File: config.mk
export PLATFORM = sky130hd
export DESIGN_NAME = versat_split
export DESIGN_NICKNAME = d
export VERILOG_FILES = /design/src/rtl/versat_split_pkg.sv /design/src/rtl/versat_delay_cnt.sv /design/src/rtl/versat_split.sv
export SDC_FILE = /design/constraint.sdc
export NUM_CORES = 1
export LEC_CHECK = 0
export BUFFER_PORTS_ARGS = -buffer_cell sky130_fd_sc_hd__buf_4
export CORE_AREA = 3 3 243 245
export DETAILED_ROUTE_END_ITERATION = 10
export DIE_AREA = 0 0 246 248
export PLACE_DENSITY = 0.6
export SLEW_MARGIN = 15
export SYNTH_ARGS = -nofsm -noshare
export SYNTH_HDL_FRONTEND = slang
export SYNTH_HIERARCHICAL = 1
export SYNTH_SLANG_ARGS = --single-unit
File: constraint.sdc
create_clock -name clk -period 47.9 [get_ports clk]
set_input_delay 2.395 -clock clk [delete_from_list [all_inputs] [get_ports clk]]
set_output_delay 2.395 -clock clk [all_outputs]
set_load 0.02 [all_outputs]
File: src/rtl/versat_split_pkg.sv
`default_nettype none
// ============================================================================
//  Module      : versat_split_pkg
//  Description : Shared state encodings, lane geometry and helpers for the
//                round-robin stream splitter.
//  Revision    : 1.0 - initial release
// ============================================================================
package versat_split_pkg;

    localparam logic [1:0] ST_IDLE  = 2'd0;
    localparam logic [1:0] ST_WAIT  = 2'd1;
    localparam logic [1:0] ST_SPLIT = 2'd2;

    localparam int NUM_LANES = 16;
    localparam int LANE_W    = 4;

    function automatic logic [NUM_LANES-1:0] lane_onehot(input logic [LANE_W-1:0] idx);
        return NUM_LANES'(1) << idx;
    endfunction

endpackage
`default_nettype wire

File: src/rtl/versat_delay_cnt.sv
`default_nettype none
// ============================================================================
//  Module      : versat_delay_cnt
//  Description : Loadable down-counter that stops at zero and flags it; used
//                to hold off the start of delayed-start units.
//  Revision    : 1.0 - initial release
// ============================================================================
module versat_delay_cnt #(
    parameter int DELAY_W = 32
) (
    input  logic               clk,
    input  logic               rst,
    input  logic               load_i,
    input  logic               en_i,
    input  logic [DELAY_W-1:0] load_val_i,
    output logic               zero_o
);

    logic [DELAY_W-1:0] cnt_q;

    always_ff @(posedge clk or posedge rst) begin
        if (rst) begin
            cnt_q <= '0;
        end else if (load_i) begin
            cnt_q <= load_val_i;
        end else if (en_i && (cnt_q != '0)) begin
            cnt_q <= cnt_q - DELAY_W'(1);
        end
    end

    assign zero_o = (cnt_q == '0);

endmodule
`default_nettype wire

File: src/rtl/versat_split.sv
`default_nettype none
// ============================================================================
//  Module      : versat_split
//  Description : Stream demultiplexer. After a programmable start delay, steers
//                one in0 word per enabled cycle to out0..out15 round-robin,
//                optionally stopping after a programmed word count.
//  Config      : VERSAT_SPLIT_VALID_EN adds the per-lane 'valid' strobe port.
//  Revision    : 1.0 - initial release
// ============================================================================
module versat_split
    import versat_split_pkg::*;
#(
    parameter int DELAY_W  = 32,
    parameter int DATA_W   = 32,
    parameter int AMOUNT_W = 16
) (
    input  logic                 clk,
    input  logic                 rst,
    input  logic                 run,
    input  logic                 running,
    input  logic [DATA_W-1:0]    in0,
    output logic [DATA_W-1:0]    out0,
    output logic [DATA_W-1:0]    out1,
    output logic [DATA_W-1:0]    out2,
    output logic [DATA_W-1:0]    out3,
    output logic [DATA_W-1:0]    out4,
    output logic [DATA_W-1:0]    out5,
    output logic [DATA_W-1:0]    out6,
    output logic [DATA_W-1:0]    out7,
    output logic [DATA_W-1:0]    out8,
    output logic [DATA_W-1:0]    out9,
    output logic [DATA_W-1:0]    out10,
    output logic [DATA_W-1:0]    out11,
    output logic [DATA_W-1:0]    out12,
    output logic [DATA_W-1:0]    out13,
    output logic [DATA_W-1:0]    out14,
    output logic [DATA_W-1:0]    out15,
`ifdef VERSAT_SPLIT_VALID_EN
    output logic [NUM_LANES-1:0] valid,
`endif
    output logic                 done,
    input  logic [DELAY_W-1:0]   delay0,
    input  logic [AMOUNT_W-1:0]  amount0
);

    logic [1:0]          state_q,  state_d;
    logic [LANE_W-1:0]   cnt_q,    cnt_d;
    logic [AMOUNT_W-1:0] rem_q,    rem_d;
    logic [DATA_W-1:0]   lanes_q [NUM_LANES];
    logic                capture;
    logic                delay_zero;
    logic                delay_en;

    assign delay_en = (state_q == ST_WAIT) && running && !run;

    versat_delay_cnt #(
        .DELAY_W    (DELAY_W)
    ) u_delay (
        .clk        (clk),
        .rst        (rst),
        .load_i     (run),
        .en_i       (delay_en),
        .load_val_i (delay0),
        .zero_o     (delay_zero)
    );

    // rem_q == 0 while splitting marks an unbounded run; a bounded run leaves
    // SPLIT on the capture where rem_q is 1, so it never reaches 0 there.
    always_comb begin
        state_d = state_q;
        cnt_d   = cnt_q;
        rem_d   = rem_q;
        capture = 1'b0;
        if (run) begin
            state_d = ST_WAIT;
            cnt_d   = '0;
            rem_d   = amount0;
        end else if (running) begin
            case (state_q)
                ST_WAIT: begin
                    if (delay_zero) begin
                        state_d = ST_SPLIT;
                    end
                end
                ST_SPLIT: begin
                    capture = 1'b1;
                    cnt_d   = cnt_q + LANE_W'(1);
                    if (rem_q != '0) begin
                        rem_d = rem_q - AMOUNT_W'(1);
                        if (rem_q == AMOUNT_W'(1)) begin
                            state_d = ST_IDLE;
                        end
                    end
                end
                default: state_d = state_q;
            endcase
        end
    end

    always_ff @(posedge clk or posedge rst) begin
        if (rst) begin
            state_q <= ST_IDLE;
            cnt_q   <= '0;
            rem_q   <= '0;
        end else begin
            state_q <= state_d;
            cnt_q   <= cnt_d;
            rem_q   <= rem_d;
        end
    end

    always_ff @(posedge clk or posedge rst) begin
        if (rst) begin
            for (int i = 0; i < NUM_LANES; i++) begin
                lanes_q[i] <= '0;
            end
        end else if (capture) begin
            lanes_q[cnt_q] <= in0;
        end
    end

`ifdef VERSAT_SPLIT_VALID_EN
    logic [NUM_LANES-1:0] valid_q;

    always_ff @(posedge clk or posedge rst) begin
        if (rst) begin
            valid_q <= '0;
        end else begin
            valid_q <= capture ? lane_onehot(cnt_q) : '0;
        end
    end

    assign valid = valid_q;
`endif

    assign done  = (state_q == ST_IDLE);

    assign out0  = lanes_q[0];
    assign out1  = lanes_q[1];
    assign out2  = lanes_q[2];
    assign out3  = lanes_q[3];
    assign out4  = lanes_q[4];
    assign out5  = lanes_q[5];
    assign out6  = lanes_q[6];
    assign out7  = lanes_q[7];
    assign out8  = lanes_q[8];
    assign out9  = lanes_q[9];
    assign out10 = lanes_q[10];
    assign out11 = lanes_q[11];
    assign out12 = lanes_q[12];
    assign out13 = lanes_q[13];
    assign out14 = lanes_q[14];
    assign out15 = lanes_q[15];

endmodule
`default_nettype wire

==> impl_metrics.toml, run 1 <==
[logic_synthesis]
synth_area_leaders = "dfrtp_1 62%, mux2_2 25%, buf_2 0.86%"
yosysTopAreaCellShare_pct = 62.4
avgSynthCellArea_um2 = 15.0
async_flop_share_pct = 100
synth_flop_cell = "dfrtp_1"
ys_types = 72
synthesis.nets = 1602
yosysWarningCount = 6
postSynthCellCount = 1511
ys_seq_area_share_pct = 62.4
netlist_area_mm2 = 0.0227
synth-edff-count = 0
yosysTopAreaCell = "dfrtp_1"
ys_seq_elements = 566

[sta]
skew_ns = 0.00858
final_hold_viol_count = 0
max_freq_ghz = 0.218
drv_slew = 0
rsz0062_at_grt = "false"
worst_slew_pin_slew_ns = 1.15
relSlewSlack_pct = 23.1
setup-tns-final_ns = 0
timing.final.crit_share_pct = 9.57
whs_ns = 0.489
final-setup-viol-count = 0
period_needed_ns = 4.59

[grt]
grt_pass1_wl_um = 104000
grt_max_degree = 182
grt-ovfl-total = 0
grt_pass1_vias = 14887
grt_use_total_pct = 23.0
antenna_found_initial = 2

[die]
dieArea_mm2 = 0.0610
die_w_um = 246
core_region_area_mm2 = 0.0574
start_util_pct = 39.6
rows = 88
ioPinCount = 597
die_h_um = 248

[worst_setup_path]
arrival_ns = 5.07
cp.required_ns = 48.38
rr_worst_depth = 4
critical_path_class = "input pin to register"
startpoint_type = "input pin"
cp-end-kind = "register"
r2r-start = "state_q[0]"
rrSetupSlack_ns = 45.11
cp_max_fo = 60
timing.rr.end = "out9[17]"

[finish]
layout.nets = 2161
syn_to_final_growth_pct = 30.9
diodes = 0
stdcell_count = 2880
drive_above_1_share_pct = 59.1

[placement]
gp_congestion = 0.862
dp.final_hpwl_um = 50800
dp_cells = 2774
io_buffers = 596

[clocking]
cts_resized = 0
clock-sinks = 566
cts_buffers = 59
clkLatencyLatePin_ns = 0.61
cts_setup_buffers = 0
cts_hold_buffers = 0
clk_pin_slew_ns = 0.06
htreeDepth = 2
cts_root_buf = "clkbuf_16"
cts_tree = "built"
clock_tree.buffer_depth = 3

[drt]
firstDrtPassIters = 4
route.detailed.drc = 0
viasPerCell = 5.21
routed_wl_um = 72600
detail_route.iter0.violations = 841
wire_per_inst_um = 25.2
vias = 14995
antenna_left = 0

[worst_hold_path]
hold_depth = 1
hold_end = "out0[8]"
hp-class = "register to register"
hold_start = "out0[8]"

[power_and_ir_drop]
power_density_mw_per_mm2 = 33.6
leakage_uw = 0.0158
vdd_drop_max_v = 0.0000242

[run_status]
outcome = "completed"

[job]
cap_violations = 0
[per-layer routing]
layer | track usage [%] | part of all wire [%] | vias up
met5 | 0 | 0 | -
met4 | 9.07 | 4.1 | 0
met3 | 5.51 | 6.3 | 132
met2 | 38.9 | 50 | 461
met1 | 28.5 | 40 | 7836
li1 | - | - | 6566
[synthesized netlist by cell type (6+ instances only)]
| cell type | count |
|---|---|
| dfrtp_1 | 566 |
| mux2_2 | 511 |
| nand2_1 | 47 |
| clkbuf_1 | 43 |
| buf_2 | 39 |
| nor2_1 | 31 |
| o21ai_0 | 20 |
| a31oi_1 | 16 |
| xnor2_1 | 15 |
| buf_4 | 14 |
| inv_1 | 11 |
| nor4_1 | 11 |
| nand3_1 | 10 |
| mux2_1 | 9 |
| nor3_1 | 9 |
| or3_1 | 9 |
| a21oi_1 | 8 |
| nand4_1 | 8 |
| or2_2 | 8 |
| ha_1 | 7 |
| or4_1 | 7 |
| xor2_1 | 7 |
| o31ai_1 | 6 |
[report_power, final]
part           internal [uW]  switching [uW]  leakage (uW)  total, uW
combinational           11.6            27.2       0.00698       38.8
sequential               482            5.31       0.00780        487
clock                    282             190      0.000980        472
[worst max-delay path: stages]
cell     delay (ns)
buf_4          0.49
inv_1          0.50
and4_1         0.41
nand2_2        0.80
mux2_2         0.42
[worst max-delay path by stage]
stage,slack (ns),to,cells after the start,start
5_1_grt,43.18,out12[15],5,run
4_1_cts,43.32,out12[18],5,run
2_1_floorplan,30.58,cnt_q[0],1,rst
6_report,43.31,out12[13],5,run
3_5_place_dp,42.66,out12[18],5,run
3_3_place_gp,42.74,out12[14],5,run
[layout by cell type (no fill, tap or decap), types with 10 or more instances in the layout]
master and instances:
nor2_1 31, inv_1 10, a31oi_1 16, xnor2_1 15, clkinv_2 11, clkbuf_1 13
buf_4 599, mux2_2 511, clkbuf_16 60, nand3_1 10, nor4_1 11, o21ai_0 20
clkbuf_8 10, dfrtp_1 566, nand2_1 35, nand2_2 12
[state kept, by name (all words and copies together) (netlist names)]
register	count
out13	32
out8	32
out3	32
out10	32
out9	32
state_q	2
rem_q	16
out12	32
cnt_q	4
u_delay/cnt_q	32
out6	32
out14	32
out5	32
out7	32
out11	32
out1	32
out0	32
out4	32
out2	32
out15	32
[kinds of logic after synthesis]
group,share of synthesized area (%)
xor gates and xnor gates,0.848
AOI/OAI and AO/OA,2.99
adders and majority gates,0.386
and+or+nand+nor,5.13
buffers and inverters,2.46
DFF,62.4
muxes,25.8
[stage by stage]
| step | utilization [%] | area [um^2] | worst slack, ns | power (uW) |
|---|---|---|---|---|
| after floorplan | - | 22700 | 30.58 | 517 |
| after global placement | 48.3 | 27700 | 42.74 | 535 |
| after detailed placement | 48.3 | 27700 | 42.66 | 536 |
| after CTS | 51.8 | 29700 | 43.32 | 1010 |
| after global routing | 51.8 | 29700 | 43.18 | 1030 |
| final | 51.8 | 29700 | 43.31 | 998 |
[layout make-up]
class / instances / area (um^2)
Tap cell: 765 / 957
Clock inverter: 23 / 313
Inverter: 12 / 52.6
Clock buffer: 83 / 1690
Multi-Input combinational cell: 830 / 8030
Fill cell: 4967 / 27600
Sequential cell: 566 / 14200
Timing Repair Buffer: 601 / 4540
Power figures use the tool's default switching activity.
==> run 2, diff against run 1 <==
Settings changed: ABC_AREA set to 1, CORE_AREA 3 3 243 245 to 3 3 241 243, DIE_AREA 0 0 246 248 to 0 0 244 246.
Clock period 47.9 ns to 4.5 ns, I/O delays scaled along.
==> run 2 against run 1 <==
Effect of this change:
- first-iteration DRC count increased by 59%
- cell count increased by 31%
- largest cell class unchanged
- largest power group unchanged
- global-route usage increased by 2.9 points
- core utilization increased by 1.5 points
- cell area increased by 0.74%
- clock power increased to 11 times the previous value
- hold slack got worse by 0.45 ns
- combinational power increased to 18 times the previous value
- sequential share of layout area decreased by 0.35 points
- synthesized cell count increased by 58%
- die area decreased by 1.6%
==> impl_metrics.toml, run 2 <==
[power_and_ir_drop]
clockPowerShare_pct = 46.6
power_density_mw_per_mm2 = 369
pwr-share-comb_pct = 6.2
p_total_uw = 11100
swShare_pct = 23.9
p_int_uw = 8420
seqPwrFrac_pct = 47.2
vdd_drop_max_v = 0.000334
p_sw_uw = 2640
leakage_uw = 0.0151

[worst_setup_path]
path_delay_family = "simple AND/OR/NAND/NOR gates"
crit_slowest_cell = "nand3_4"
critical_path_class = "register to register"
cp.required_ns = 5.01
critPathBufInv = 2
cp-end-kind = "register"
cp_max_fo = 64
cpPeakStageDelay_ns = 0.54
arrival_ns = 3.13
critical_path.cell_chain = "inv_1 -> nand3_1 -> nor2_4 -> buf_4 -> nand3_4 -> o21ai_0"
startpoint_type = "register"

[grt]
antenna_found_initial = 3
grt_use_total_pct = 25.9
grt_pass1_wl_um = 118000
grt_max_degree = 141
grt-ovfl-total = 0
grt_pass1_vias = 18609

[clocking]
clock_tree.buffer_depth = 3
htreeDepth = 2
cts_setup_buffers = 0
cts_resized = 0
cts_root_buf = "clkbuf_16"
clock-sinks = 566
cts_tree = "built"
cts_buffers = 58
clk_pin_slew_ns = 0.06
cts_hold_buffers = 49
clkLatencyLatePin_ns = 0.62

[logic_synthesis]
synth_area_leaders = "dfrtp_1 63%, nand2_1 13%, o21ai_0 8.7%"
ys_seq_area_share_pct = 63.1
ys_types = 36
synth-edff-count = 0
synth_flop_cell = "dfrtp_1"
yosysTopAreaCellShare_pct = 63.1
ys_seq_elements = 566
yosysTopAreaCell = "dfrtp_1"
async_flop_share_pct = 100
yosysWarningCount = 6
avgSynthCellArea_um2 = 9.41
synthesis.nets = 2475
netlist_area_mm2 = 0.0224
synth_commonest_cells = "765 x nand2_1, 566 x dfrtp_1, 391 x o21ai_0"
postSynthCellCount = 2384
post-synth-top-count-cell = "nand2_1"

[finish]
drive_above_1_share_pct = 25.3
layout.nets = 3053
syn_to_final_growth_pct = 33.5
utilization_pct = 53.3
multiInputGateArea_mm2 = 0.00721
ff_latch_area_mm2 = 0.0142
layout_common_cells = "765 x nand2_1, 614 x buf_4, 566 x dfrtp_1"
mostFrequentLayoutCell = "nand2_1"
nFillCells = 5243
final_area_mm2 = 0.0300

[sta]
max_freq_ghz = 0.382
worst_slew_pin_slew_ns = 1.11
timing.final.crit_share_pct = 58.2
period_needed_ns = 2.62
drv_slew = 0
skew_ns = 0.0223
rsz0062_at_grt = "false"
relSlewSlack_pct = 25.8
final_hold_viol_count = 0
final-setup-viol-count = 0

[placement]
dp.final_hpwl_um = 55400
gp_congestion = 0.866
io_buffers = 596
placed_area_mm2 = 0.0274

[die]
ioPinCount = 597
dieArea_mm2 = 0.0600
start_util_pct = 39.9
die_h_um = 246
core_region_area_mm2 = 0.0562
rows = 87
die_w_um = 244

[drt]
firstDrtPassIters = 5
vias = 18906
routed_wl_um = 79100
wire_per_inst_um = 21.0
antenna_left = 0
detail_route.iter0.violations = 1336
viasPerCell = 5.02
route.detailed.drc = 0

[job]
cap_violations = 0

[worst_hold_path]
hp-class = "input pin to register"

[run_status]
outcome = "completed"
## run 2: cell count changes after synthesis, sizes merged, moves of 58 or more
cell | before | now
mux2 | 520 | 0
nand2 | 47 | 769
inv | 11 | 96
nand3 | 10 | 68
nor2 | 31 | 118
o21ai | 23 | 554
## run 2: path summary, 6_finish.rpt
kind / from / end / slack (ns) / cells after the start
max: state_q[0] / out1[23] / 1.88 / 6
min: running / state_q[1] / 0.04 / 5
max reg2reg: state_q[0] / out1[23] / 1.88 / 6
min reg2reg: out15[16] / out15[16] / 0.48 / 2
max in group asynchronous: rst / out13[18] / 2.81 / 4
min in group asynchronous: rst / u_delay/cnt_q[3] / 0.28 / 4
## run 2: logic make-up (layout without fill, tap and decap cells)
logic type / after synthesis / in the layout / share of synthesized area, %
buffers and inverters: 247 / 874 / 4.77
adder cells (fa/ha/maj): 7 / 7 / 0.390
AO/OA/AOI/OAI: 561 / 561 / 12.6
AND/OR/NAND/NOR: 993 / 993 / 18.7
flip-flops: 566 / 566 / 63.1
XOR/XNOR: 10 / 10 / 0.390
other: 0 / 1 / 0
## run 2: worst reg2reg max path: stages (launching register included)
cell     delay (ns)
dfrtp_1        0.39
inv_1          0.09
nand3_1        0.15
nor2_4         0.52
buf_4          0.35
nand3_4        0.54
o21ai_0        0.48
## run 2: power groups by stage
| stage | registers [uW] | logic, uW | clock network [uW] |
|---|---|---|---|
| 3_3_place_gp | 5320 | 645 | 0 |
| 6_report | 5230 | 681 | 5160 |
| 4_1_cts | 5230 | 693 | 5250 |
| 5_1_grt | 5230 | 779 | 5470 |
| 2_1_floorplan | 5300 | 418 | 0 |
| 3_5_place_dp | 5320 | 655 | 0 |
## run 2: final cells by class
class | count | area share [%]
repair buffers | 667 | 17.3
clock inverters | 25 | 1.22
flip-flops and latches | 566 | 47.3
well taps | 756 | 3.16
multi-input cells | 1571 | 24.1
diodes | 1 | 0.00835
inverters | 98 | 1.24
clock buffers | 84 | 5.74
## run 2: layer usage
layer	vias to the layer above	track usage [%]	share of wire [%]
met3	158	6.64	7.5
met2	626	42.5	48
met1	9221	32.0	39
met4	0	12.6	5.3
met5	-	0	0
li1	8901	-	-
## run 2: through the flow
stage | hold slack (ns) | TNS [ns] | worst slack (ns) | std cells
floorplan | 0.341 | -1594.02 | -2.99 | 2384
global placement | 0.385 | 0 | 2.01 | 3609
detailed placement | 0.392 | 0 | 1.87 | 3609
CTS | 0.00211 | 0 | 1.87 | 3767
global route | 0.0241 | 0 | 1.64 | 3768
finish | 0.0364 | 0 | 1.88 | 3768
